<file path="config.mk">
export PLATFORM = sky130hd
export DESIGN_NAME = ofm_requant_packer
export DESIGN_NICKNAME = d
export VERILOG_FILES = /design/src/rtl/ofm_requant_packer.sv
export SDC_FILE = /design/constraint.sdc
export NUM_CORES = 1
export LEC_CHECK = 0
export CORE_MARGIN = 10
export CORE_UTILIZATION = 50
export CTS_CLUSTER_DIAMETER = 80
export DETAILED_ROUTE_END_ITERATION = 12
export GPL_ROUTABILITY_DRIVEN = 0
export HOLD_SLACK_MARGIN = 0.06
export PLACE_DENSITY_LB_ADDON = 0.2
export SETUP_SLACK_MARGIN = 0.5
export SLEW_MARGIN = 20
export SYNTH_ARGS = -nofsm -noshare
export SYNTH_HDL_FRONTEND = slang
export SYNTH_SLANG_ARGS = --single-unit
</file>
<file path="constraint.sdc">
create_clock -name ACLK -period 13.75 [get_ports ACLK]
set_input_delay 1.375 -clock ACLK [delete_from_list [all_inputs] [get_ports ACLK]]
set_output_delay 1.375 -clock ACLK [all_outputs]
set_load 0.02 [all_outputs]
</file>
<file path="src/rtl/ofm_requant_packer.sv">
// Requantises signed accumulators (bias, round-shift, ReLU, saturate) and packs
// 16 results per AXI word for the OFM FIFO, zero-padding the final partial word.
module ofm_requant_packer #(
  parameter int DATA_WIDTH = 16,
  parameter int AXI_WIDTH  = 256,
  parameter int ACC_WIDTH  = 32,
  parameter int CNT_WIDTH  = 20
) (
  input  logic                  ACLK,
  input  logic                  ARESETN,
  input  logic                  start,
  input  logic [CNT_WIDTH-1:0]  total_pixels,
  input  logic [4:0]            shift,
  input  logic                  relu_en,
  input  logic                  in_valid,
  output logic                  in_ready,
  input  logic [ACC_WIDTH-1:0]  in_acc,
  input  logic [DATA_WIDTH-1:0] in_bias,
  input  logic                  ofm_ready,
  output logic                  write,
  output logic [AXI_WIDTH-1:0]  WDATA_OUT,
  output logic [CNT_WIDTH-1:0]  words_written,
  output logic                  busy,
  output logic                  done
);
  localparam int LANES = AXI_WIDTH / DATA_WIDTH;
  localparam int IDX_W = $clog2(LANES);
  localparam int SUM_W = ACC_WIDTH + 1;
  localparam int RND_W = ACC_WIDTH + 2;
  localparam logic signed [RND_W-1:0] SAT_MAX =
    {{(RND_W-DATA_WIDTH+1){1'b0}}, {(DATA_WIDTH-1){1'b1}}};
  localparam logic signed [RND_W-1:0] SAT_MIN =
    {{(RND_W-DATA_WIDTH+1){1'b1}}, {(DATA_WIDTH-1){1'b0}}};
  localparam logic [IDX_W-1:0] LAST_LANE = IDX_W'(LANES - 1);

  typedef enum logic [1:0] {IDLE, RUN, FLUSH, DONE} state_t;
  state_t state_q, state_d;

  logic [CNT_WIDTH-1:0]     total_q, accepted_q, words_q;
  logic [4:0]               shift_q;
  logic                     relu_q;
  logic                     s1_valid_q, s2_valid_q;
  logic signed [SUM_W-1:0]  s1_sum_q;
  logic [DATA_WIDTH-1:0]    s2_pix_q;
  logic [AXI_WIDTH-1:0]     lanes_q, wdata_q;
  logic [IDX_W-1:0]         lane_idx_q;
  logic                     complete_q, pending_q, write_q;

  logic                     accept, flush_load, word_load;
  logic signed [SUM_W-1:0]  sum_d;
  logic signed [RND_W-1:0]  rnd, biased, shifted;
  logic [DATA_WIDTH-1:0]    pix_d;
  logic [AXI_WIDTH-1:0]     flush_word, word_src;

  assign sum_d = $signed({in_acc[ACC_WIDTH-1], in_acc})
               + $signed({{(SUM_W-DATA_WIDTH){in_bias[DATA_WIDTH-1]}}, in_bias});

  // Round half toward +inf, then floor-shift; 34 bits cannot overflow here.
  always_comb begin
    rnd = '0;
    if (shift_q != '0) rnd = RND_W'(1) << (shift_q - 5'd1);
    biased  = $signed({s1_sum_q[SUM_W-1], s1_sum_q}) + rnd;
    shifted = biased >>> shift_q;
    if (relu_q && shifted[RND_W-1]) shifted = '0;
    pix_d = shifted[DATA_WIDTH-1:0];
    if (shifted > SAT_MAX)      pix_d = SAT_MAX[DATA_WIDTH-1:0];
    else if (shifted < SAT_MIN) pix_d = SAT_MIN[DATA_WIDTH-1:0];
  end

  always_comb begin
    flush_word = '0;
    for (int unsigned k = 0; k < LANES; k++) begin
      if (k < 32'(lane_idx_q))
        flush_word[k*DATA_WIDTH +: DATA_WIDTH] = lanes_q[k*DATA_WIDTH +: DATA_WIDTH];
    end
  end

  always_comb begin
    state_d    = state_q;
    in_ready   = 1'b0;
    flush_load = 1'b0;
    busy       = 1'b0;
    done       = 1'b0;
    unique case (state_q)
      IDLE: if (start) state_d = RUN;
      RUN: begin
        busy     = 1'b1;
        in_ready = !pending_q && ofm_ready && (accepted_q < total_q);
        if ((accepted_q == total_q) && !s1_valid_q && !s2_valid_q &&
            !complete_q && !pending_q)
          state_d = FLUSH;
      end
      // Partial word is loaded once (lane index cleared), then wait for it to drain.
      FLUSH: begin
        busy = 1'b1;
        if (lane_idx_q != '0) flush_load = !pending_q;
        else if (!pending_q && !write_q) state_d = DONE;
      end
      DONE: begin
        done    = 1'b1;
        state_d = IDLE;
      end
      default: state_d = IDLE;
    endcase
  end

  assign accept    = in_valid && in_ready;
  assign word_load = complete_q || flush_load;
  assign word_src  = complete_q ? lanes_q : flush_word;

  always_ff @(posedge ACLK or negedge ARESETN) begin
    if (!ARESETN) begin
      state_q    <= IDLE;
      total_q    <= '0;
      accepted_q <= '0;
      words_q    <= '0;
      shift_q    <= '0;
      relu_q     <= 1'b0;
      s1_valid_q <= 1'b0;
      s2_valid_q <= 1'b0;
      s1_sum_q   <= '0;
      s2_pix_q   <= '0;
      lanes_q    <= '0;
      wdata_q    <= '0;
      lane_idx_q <= '0;
      complete_q <= 1'b0;
      pending_q  <= 1'b0;
      write_q    <= 1'b0;
    end else begin
      state_q <= state_d;
      if (state_q == IDLE && start) begin
        total_q    <= (total_pixels == '0) ? CNT_WIDTH'(1) : total_pixels;
        shift_q    <= shift;
        relu_q     <= relu_en;
        accepted_q <= '0;
        lane_idx_q <= '0;
        words_q    <= '0;
      end
      if (accept) begin
        accepted_q <= accepted_q + 1'b1;
        s1_sum_q   <= sum_d;
      end
      s1_valid_q <= accept;
      s2_valid_q <= s1_valid_q;
      s2_pix_q   <= pix_d;

      complete_q <= 1'b0;
      if (s2_valid_q) begin
        lanes_q[32'(lane_idx_q)*DATA_WIDTH +: DATA_WIDTH] <= s2_pix_q;
        lane_idx_q <= lane_idx_q + 1'b1;
        if (lane_idx_q == LAST_LANE) complete_q <= 1'b1;
      end
      if (flush_load) lane_idx_q <= '0;

      write_q <= 1'b0;
      if (word_load) begin
        wdata_q <= word_src;
        if (ofm_ready) begin
          write_q <= 1'b1;
          words_q <= words_q + 1'b1;
        end else begin
          pending_q <= 1'b1;
        end
      end else if (pending_q && ofm_ready) begin
        write_q   <= 1'b1;
        pending_q <= 1'b0;
        words_q   <= words_q + 1'b1;
      end
    end
  end

  assign write         = write_q;
  assign WDATA_OUT     = wdata_q;
  assign words_written = words_q;

endmodule

</file>
==> results.py, run 1 <==
metrics = {
    "sta": {
        "finalWorstSetupSlack_ns": 6.715,
        "hold_slack_ns": 0.3676,
        "hold_viol_final": 0,
        "period_share_pct": 51.16,
        "fin_crit_ns": 7.035,
        "worst_pin_slew_ns": 1.167,
        "finalSetupTns_ns": 0,
        "setup_viol": 0,
        "relSlewSlack_pct": 22.22,
        "fmax_mhz": 142.2,
        "finClkSkew_ns": 0.02498,
        "rsz0062_at_grt": "false",
        "slew_violations": 0,
    },
    "grt": {
        "gr-total-overflow": 0,
        "grt_pass1_vias": 24530,
        "grt_use_total_pct": 24.21,
        "grt_max_degree": 279,
        "grt_pass1_wl_um": 138700,
        "antenna_found_initial": 1,
    },
    "synthesis": {
        "synth_ff_type": "dfrtp_1",
        "async_reset_ff_share_pct": 100.0,
        "ys_ff_latch": 638,
        "yosysWarnings": 0,
        "syn_avg_cell_area_um2": 8.894,
        "netlist_instances": 3469,
        "synth.yosys.seq_area_share_pct": 51.74,
        "ys_types": 95,
        "synth_nets": 3647,
        "synthesis.area_um2": 30850,
        "synth_edf_count": 0,
    },
    "routing": {
        "drtIter0Drc": 2262,
        "drcViolationCount": 0,
        "ant_nets": 0,
        "vias_per_cell": 5.545,
        "wl_per_cell_um": 19.35,
        "drt-pass1-iter-count": 5,
        "wl_um": 88340,
        "vias": 25310,
    },
    "worst_setup_path": {
        "worstPathCellList": "buf_4 -> clkinv_1 -> nand2_1 -> nor3_1 -> ha_1 -> fa_1 -> a211oi_2 -> o21ai_2 -> o2111a_1 -> or3_1 -> o31a_1 -> xor2_2 -> a211oi_1 -> or2_2 -> mux4_2 -> nor4_1 -> nand4_1 -> o31ai_2 -> a31o_2",
        "crit_arrival_ns": 7.58,
        "crit_fanout": 30,
        "r2r_start": "shift_q[2]",
        "startpoint_type": "flip-flop",
        "end_kind": "flip-flop",
        "cp.required_ns": 14.29,
        "slowest_stage": "o31ai_2",
        "max_stage_delay_ns": 0.88,
        "critical_path.startpoint": "shift_q[2]",
        "worstSetupPathType": "flip-flop to flip-flop",
    },
    "clocking": {
        "clk_pin_slew_ns": 0.06,
        "cts_hold_buffers": 0,
        "clk_latency_ns": 0.61,
        "cts_sinks": 638,
        "cts_buffers": 68,
        "clockBufferDepth": 3,
        "post_cts_resized": 0,
        "ctsRootBufferMaster": "clkbuf_16",
        "cts-htree-levels": 3,
        "postCtsSetupBuffers": 0,
        "cts_tree": "done",
    },
    "placed_design": {
        "io_buffer_count": 358,
        "hpwl_um": 63190,
        "preCtsSetupSlack_ns": 6.865,
    },
    "die": {
        "core-area_um2": 61370,
        "pin_count": 359,
        "start_util_pct": 50.28,
        "num_rows": 91,
        "die_h_um": 268.4,
        "dieArea_um2": 72050,
        "die_x_um": 268.4,
    },
    "finish": {
        "layout.nets": 3901,
        "num-fill-cells": 5358,
        "ff_latch_area_um2": 15970,
        "drive_above_1_share_pct": 6.094,
        "fin_util_pct": 60.64,
        "multi_input_area_um2": 13910,
        "synthToLayoutAreaGrowth_pct": 20.61,
    },
    "power": {
        "totalPowerFinal_mw": 6.414,
        "leakage_nw": 16.14,
        "power.density_nw_per_um2": 172.4,
        "peakVddDrop_mv": 0.1069,
    },
    "min_path": {
        "hold_path.class": "flip-flop to flip-flop",
        "hold_start": "s1_valid_q",
    },
    "run_status": {
        "status": "completed",
    },
    "job": {
        "cap_violations": 0,
    },
}
-- synth_stat cells, types with 6 or more instances --
| library cell | count | area, um^2 |
|---|---|---|
| a211oi_1 | 19 | 142.6 |
| a21o_1 | 34 | 255.2 |
| a21o_2 | 6 | 52.55 |
| a21oi_1 | 74 | 370.4 |
| a31oi_1 | 10 | 62.56 |
| and2_1 | 9 | 56.30 |
| and3_1 | 25 | 156.4 |
| buf_1 | 10 | 37.54 |
| buf_4 | 6 | 45.04 |
| clkbuf_1 | 181 | 679.4 |
| dfrtp_1 | 638 | 15970 |
| ha_1 | 97 | 1214 |
| inv_1 | 55 | 206.5 |
| mux2_2 | 41 | 461.7 |
| mux2i_1 | 35 | 350.3 |
| nand2_1 | 1039 | 3900 |
| nand2b_1 | 19 | 118.9 |
| nand3_1 | 48 | 240.2 |
| nand4_1 | 20 | 125.1 |
| nor2_1 | 119 | 446.7 |
| nor2b_1 | 13 | 81.33 |
| nor3_1 | 38 | 190.2 |
| nor4_1 | 12 | 75.07 |
| o211ai_1 | 19 | 142.6 |
| o21a_1 | 21 | 157.7 |
| o21ai_0 | 628 | 3143 |
| o21ai_1 | 8 | 40.04 |
| o31ai_1 | 36 | 270.3 |
| or2_2 | 11 | 68.82 |
| or3_1 | 9 | 56.30 |
| xnor2_1 | 27 | 236.5 |
| xor2_1 | 27 | 236.5 |
-- through the flow --
stage          std cells  area, um^2
2_1_floorplan       3469       30850
3_3_place_gp        4443       34890
3_5_place_dp        4443       34890
4_1_cts             4564       37210
5_1_grt             4565       37210
6_report            4565       37210
-- sequential cells by signal (all words and copies together) (netlist names) --
signal / count
WDATA_OUT: 256
lanes_q: 256
s1_sum_q: 33
accepted_q: 20
total_q: 20
words_written: 20
s2_pix_q: 16
shift_q: 5
lane_idx_q: 4
state_q: 2
complete_q: 1
pending_q: 1
relu_q: 1
s1_valid_q: 1
s2_valid_q: 1
write: 1
-- metal layers --
| layer | GRT usage (%) | wire length (um) | vias up |
|---|---|---|---|
| li1 | - | - | 12390 |
| met1 | 32.79 | 39530 | 12140 |
| met2 | 39.29 | 41230 | 667 |
| met3 | 4.577 | 5550 | 115 |
| met4 | 6.892 | 2039 | 0 |
| met5 | 0 | 0 | - |
-- where the power goes --
part | leakage [nW] | switching [mW] | internal [mW] | total, mW
Sequential | 8.74 | 0.208 | 2.05 | 2.25
Clock | 1.14 | 0.769 | 1.10 | 1.87
Combinational | 6.25 | 1.50 | 0.785 | 2.29
Total | 16.1 | 2.48 | 3.94 | 6.41
-- cells by family after synthesis --
family | count (synthesis) | share of synthesized area (%)
other | 1 | 0.01215
flip-flops | 638 | 51.74
XOR/XNOR | 55 | 1.586
multiplexers | 79 | 2.851
adder cells (fa/ha/maj) | 99 | 4.063
AO/OA/AOI/OAI | 947 | 17.86
buffers and inverters | 262 | 3.301
AND/OR/NAND/NOR | 1388 | 18.58
-- cell usage in the layout, fill, tap and decap left out, types with 27 or more instances in the layout --
master / instances
nand2_1: 1036
clkbuf_16: 69
a21oi_1: 74
nor3_1: 37
mux2_2: 41
dfrtp_1: 638
nor2_1: 118
o21ai_0: 628
nand3_1: 48
o31ai_1: 36
buf_4: 27
inv_1: 55
ha_1: 97
clkdlybuf4s50_1: 357
xor2_1: 27
xnor2_1: 27
a21o_1: 34
mux2i_1: 35
-- critical path: cells and delay by family (launching register included) --
family | cells | cell delay [ns]
muxes | 1 | 0.51
adders and majority gates | 2 | 0.71
DFF | 1 | 0.32
xor gates and xnor gates | 1 | 0.29
AOI/OAI and AO/OA | 7 | 2.28
buffers and inverters | 2 | 1.04
and+or+nand+nor | 6 | 1.83
-- layout make-up --
type,count,share of cell area [%]
Clock inverter,19,0.6758
Clock buffer,102,5.538
Timing Repair Buffer,386,10.24
Tap cell,790,2.656
Sequential cell,638,42.90
Antenna cell,1,0.006724
Multi-Input combinational cell,2569,37.37
Inverter,60,0.6052
-- final timing paths --
path,endpoint,slack [ns],depth (start not counted)
worst max-delay path,s2_pix_q[1],6.72,19
worst min-delay path,s2_valid_q,0.37,0
worst max register to register,s2_pix_q[1],6.72,19
worst min register to register,s2_valid_q,0.37,0
max in group asynchronous,s1_sum_q[21],9.91,4
min in group asynchronous,WDATA_OUT[80],0.82,1
No activity file was read; power rests on OpenSTA's default activity.
==> inputs of run 2 (changes only) <==
==> constraint.sdc (replaced) <==
create_clock -name ACLK -period 7.3 [get_ports ACLK]
set_input_delay 0.73 -clock ACLK [delete_from_list [all_inputs] [get_ports ACLK]]
set_output_delay 0.73 -clock ACLK [all_outputs]
set_load 0.02 [all_outputs]
==> results.py, run 2 (synthesis gave the netlist of run 1 again) <==
metrics = {
    "clocking": {
        "cts_hold_buffers": 0,
        "clk_latency_ns": 0.62,
        "postCtsSetupBuffers": 0,
        "cts_buffers": 69,
        "clockBufferDepth": 3,
        "clk_pin_slew_ns": 0.06,
        "ctsRootBufferMaster": "clkbuf_16",
        "cts_tree": "done",
        "cts-htree-levels": 3,
        "post_cts_resized": 0,
        "cts_sinks": 638,
    },
    "grt": {
        "grt_use_met3_pct": 4.550,
        "antenna_found_initial": 0,
        "grt_use_total_pct": 24.49,
        "grt_busiest_layer": "met2",
        "grt_pass1_vias": 24610,
        "gr-usage-met1_pct": 33.34,
        "grt_pass1_wl_um": 139800,
        "grt_max_degree": 182,
        "use_met2_pct": 39.71,
        "gr-total-overflow": 0,
    },
    "placed_design": {
        "io_buffer_count": 358,
        "hpwl_um": 63630,
        "preCtsSetupSlack_ns": 1.660,
    },
    "sta": {
        "finClkSkew_ns": 0.01526,
        "slew_violations": 0,
        "finalWorstSetupSlack_ns": 1.600,
        "fmax_mhz": 175.4,
        "relSlewSlack_pct": 28.86,
        "period_share_pct": 78.09,
        "fin_crit_ns": 5.700,
        "worst_pin_slew_ns": 1.062,
        "rsz0062_at_grt": "false",
        "finalSetupTns_ns": 0,
        "setup_viol": 0,
        "hold_viol_final": 0,
    },
    "die": {
        "start_util_pct": 50.28,
        "die_h_um": 268.4,
        "die_x_um": 268.4,
        "dieArea_um2": 72050,
        "num_rows": 91,
        "core-area_um2": 61370,
        "pin_count": 359,
    },
    "worst_setup_path": {
        "end_kind": "flip-flop",
        "worstSetupPathType": "flip-flop to flip-flop",
        "crit_fanout": 30,
        "crit_arrival_ns": 6.20,
        "cp.required_ns": 7.80,
        "r2r_end": "s2_pix_q[1]",
        "regToRegSetupSlack_ns": 1.60,
        "r2r_start": "shift_q[2]",
        "reg2reg_depth": 19,
        "startpoint_type": "flip-flop",
    },
    "routing": {
        "drcViolationCount": 0,
        "drtIter0Drc": 2098,
        "vias": 25540,
        "ant_nets": 0,
        "wl_per_cell_um": 19.50,
        "vias_per_cell": 5.586,
        "drt-pass1-iter-count": 6,
        "wl_um": 89160,
    },
    "run_status": {
        "status": "completed",
    },
    "finish": {
        "num_antenna_cells": 0,
        "final_common_cell": "nand2_1",
        "layout.nets": 3910,
        "drive_above_1_share_pct": 6.293,
        "final_cell_mix": "1037 x nand2_1, 638 x dfrtp_1, 628 x o21ai_0, 357 x clkdlybuf4s50_1, 118 x nor2_1",
        "synthToLayoutAreaGrowth_pct": 21.32,
    },
    "power": {
        "peakVddDrop_mv": 0.2032,
        "power.density_nw_per_um2": 326.8,
        "leakage_nw": 16.23,
    },
    "min_path": {
        "hold_path.class": "input port to async pin",
    },
    "job": {
        "cap_violations": 0,
    },
}
==> run 2: routing by layer <==
metal / routed length, um / share of wire (%) / up-vias
li1: - / - / 12430
met1: 39650 / 44 / 12310
met2: 41810 / 47 / 681
met3: 5632 / 6.3 / 123
met4: 2068 / 2.3 / 0
met5: 0 / 0 / -
==> run 2: worst max-delay path, cell delays in order, from the launching register on <==
cell,delay (ns)
dfrtp_1,0.33
buf_4,0.30
clkinv_1,0.14
nand2_1,0.36
nor3_1,0.09
ha_1,0.24
fa_1,0.44
a211oi_2,0.26
o21ai_2,0.13
o2111a_1,0.32
o21a_2,0.24
o21ai_2,0.18
xor2_1,0.35
o2bb2ai_1,0.19
or2_2,0.35
mux2_2,0.28
a221o_1,0.34
or4_4,0.48
o221a_4,0.33
a31o_2,0.23
==> run 2: final cells by class <==
cell class,count,area [um^2]
fill,5354,23940
sequential,638,15970
multi-input combinational,2569,13910
timing repair buffer,394,3966
clock buffer,94,1961
tap,790,988.4
clock inverter,27,420.4
inverter,60,225.2
==> run 2: through the flow <==
stage / hold WS [ns] / instance area (um^2) / power (mW) / utilization (%) / instances
after floorplan: 0.3474 / 30850 / 7.198 / - / 3469
after global placement: 0.3569 / 35000 / 8.555 / 57.03 / 4449
after detailed placement: 0.3637 / 35020 / 8.596 / 57.07 / 4450
after CTS: 0.07715 / 37400 / 12.25 / 60.95 / 4571
after global routing: 0.1022 / 37430 / 12.95 / 60.99 / 4572
final: 0.06515 / 37430 / 12.23 / 60.99 / 4572
==> run 2: how the worst max path moves through the flow <==
stage,startpoint,endpoint,slack [ns],depth (start not counted)
floorplan,shift_q[1],s2_pix_q[10],1.82,21
detailed placement,shift_q[2],s2_pix_q[1],1.66,19
global placement,shift_q[2],s2_pix_q[1],1.72,19
finish,shift_q[2],s2_pix_q[1],1.60,19
global route,shift_q[2],s2_pix_q[1],1.39,19
CTS,shift_q[2],s2_pix_q[1],1.65,19
==> run 2: power by group <==
part / internal [mW] / leakage [nW] / switching [mW]
logic: 1.53 / 6.32 / 2.84
registers: 3.86 / 8.74 / 0.407
clock network: 2.12 / 1.16 / 1.48
==> inputs of run 3 (changes only) <==
==> constraint.sdc (replaced) <==
create_clock -name ACLK -period 5.9 [get_ports ACLK]
set_input_delay 0.59 -clock ACLK [delete_from_list [all_inputs] [get_ports ACLK]]
set_output_delay 0.59 -clock ACLK [all_outputs]
set_load 0.02 [all_outputs]
==> results.py, run 3 (synthesis gave the netlist of run 1 again) <==
metrics = {
    "worst_setup_path": {
        "cp.required_ns": 6.38,
        "slowest_stage": "or4b_1",
        "crit_fanout": 26,
        "cp_top_family": "compound AO/OA/AOI/OAI gates",
        "max_stage_delay_ns": 0.48,
        "crit_arrival_ns": 5.70,
        "worstSetupPathType": "flip-flop to flip-flop",
        "end_kind": "flip-flop",
        "worstPathCellList": "clkinv_1 -> buf_8 -> nand2_1 -> nor3_1 -> ha_1 -> a211oi_2 -> o21bai_2 -> a221oi_4 -> a21oi_2 -> o31ai_4 -> xor2_2 -> o221ai_1 -> mux2i_1 -> o2bb2ai_1 -> or4b_1 -> or4_1 -> o221a_4 -> a31o_2",
        "crit_buf_inv": 2,
        "startpoint_type": "flip-flop",
    },
    "sta": {
        "worst_pin_slew_ns": 1.064,
        "finalWorstSetupSlack_ns": 0.6764,
        "slew_violations": 0,
        "fmax_mhz": 191.4,
        "fin_crit_ns": 5.224,
        "rsz0062_at_grt": "false",
        "finClkSkew_ns": 0.02111,
        "period_share_pct": 88.53,
        "relSlewSlack_pct": 29.06,
        "hold_slack_ns": 0.3714,
        "finalSetupTns_ns": 0,
        "setup_viol": 0,
        "hold_viol_final": 0,
    },
    "clocking": {
        "clockBufferDepth": 3,
        "clk_latency_ns": 0.61,
        "ctsRootBufferMaster": "clkbuf_16",
        "cts_sinks": 638,
        "cts_tree": "done",
        "clk_pin_slew_ns": 0.06,
        "cts_buffers": 68,
        "cts-htree-levels": 3,
    },
    "run_status": {
        "status": "completed",
    },
    "die": {
        "core-area_um2": 61370,
        "die_x_um": 268.4,
        "num_rows": 91,
        "start_util_pct": 50.28,
        "pin_count": 359,
        "dieArea_um2": 72050,
        "die_h_um": 268.4,
    },
    "power": {
        "leakage_nw": 16.24,
        "peakVddDrop_mv": 0.2295,
        "p_comb_share_pct": 36.2,
        "power.density_nw_per_um2": 404.4,
        "power.switching_mw": 5.874,
        "clockPowerShare_pct": 28.7,
        "p_int_mw": 9.281,
        "swShare_pct": 38.76,
        "totalPowerFinal_mw": 15.15,
        "power_frac_seq_pct": 35.1,
    },
    "finish": {
        "final_area_um2": 37470,
        "layout.nets": 3921,
        "drive_above_1_share_pct": 6.853,
        "final_cell_mix": "1035 x nand2_1, 635 x dfrtp_1, 626 x o21ai_0, 357 x clkdlybuf4s50_1, 116 x nor2_1",
        "final_common_cell": "nand2_1",
        "num-fill-cells": 5310,
        "synthToLayoutAreaGrowth_pct": 21.45,
    },
    "routing": {
        "vias_per_cell": 5.549,
        "ant_nets": 0,
        "wl_per_cell_um": 19.51,
        "vias": 25440,
        "drtIter0Drc": 2547,
        "wl_um": 89450,
        "drt-pass1-iter-count": 5,
        "drcViolationCount": 0,
    },
    "grt": {
        "grt_max_degree": 179,
        "grt_pass1_vias": 24440,
        "grt_use_total_pct": 24.59,
        "antenna_found_initial": 1,
        "gr-total-overflow": 0,
        "grt_pass1_wl_um": 140000,
    },
    "placed_design": {
        "placed_area_um2": 35100,
        "hpwl_um": 63770,
        "preCtsSetupSlack_ns": 0.4432,
        "io_buffer_count": 358,
    },
    "min_path": {
        "hold_path.class": "flip-flop to flip-flop",
    },
    "job": {
        "cap_violations": 0,
    },
}
==> run 3: cell types whose count changed in the layout (fill, tap and decap cells not counted), moves of 3 or more <==
cell	change
dfrtp_2	+3
inv_6	+3
buf_4	+10
clkbuf_8	-8
clkinv_2	+3
clkbuf_1	+5
dfrtp_1	-3
==> run 3: final cells by class <==
| class | count | area [um^2] | share of cell area, % |
|---|---|---|---|
| Multi-Input combinational cell | 2569 | 13970 | 37.29 |
| Tap cell | 790 | 988.4 | 2.638 |
| Sequential cell | 638 | 15970 | 42.62 |
| Inverter | 60 | 225.2 | 0.6010 |
| Clock inverter | 31 | 417.9 | 1.115 |
| Timing Repair Buffer | 406 | 4050 | 10.81 |
| Antenna cell | 1 | 2.502 | 0.006678 |
| Clock buffer | 90 | 1844 | 4.922 |
==> run 3: timing repair <==
item,4_1_cts,5_1_grt
endpoints found under the setup margin,15,15
buffers inserted,0,1
pin swaps,0,2
hold endpoints to repair,49,0
resized for setup,1,20
hold buffers,1,0
==> run 3: routing by layer <==
metal  global-route usage [%]  share of wire, %
met1                    32.60                44
met2                    40.09                47
met3                    4.942               6.3
met4                    7.910               2.7
met5                        0                 0
==> run 3: power by group through the flow <==
| stage | Clock [mW] | Sequential [mW] | Combinational, mW |
|---|---|---|---|
| finish | 4.36 | 5.31 | 5.48 |
| global route | 4.64 | 5.35 | 6.05 |
| CTS | 4.44 | 5.30 | 5.37 |
| detailed placement | 0 | 5.38 | 5.33 |
| global placement | 0 | 5.37 | 5.31 |
| floorplan | 0 | 5.12 | 3.78 |
==> run 3: worst paths after layout <==
check	from	to	slack (ns)	cells past startpoint
max	shift_q[2]	s2_pix_q[1]	0.68	18
min	s1_valid_q	s2_valid_q	0.37	0
max reg2reg	shift_q[2]	s2_pix_q[1]	0.68	18
min reg2reg	s1_valid_q	s2_valid_q	0.37	0
max in group asynchronous	ARESETN	lanes_q[137]	4.02	3
min in group asynchronous	ARESETN	WDATA_OUT[148]	0.50	2
==> run 3: metrics by stage <==
| stage | utilization (%) | instances |
|---|---|---|
| after global placement | 57.20 | 4461 |
| after floorplan | - | 3469 |
| final | 61.06 | 4585 |
| after global routing | 61.06 | 4585 |
| after detailed placement | 57.20 | 4461 |
| after CTS | 60.91 | 4583 |
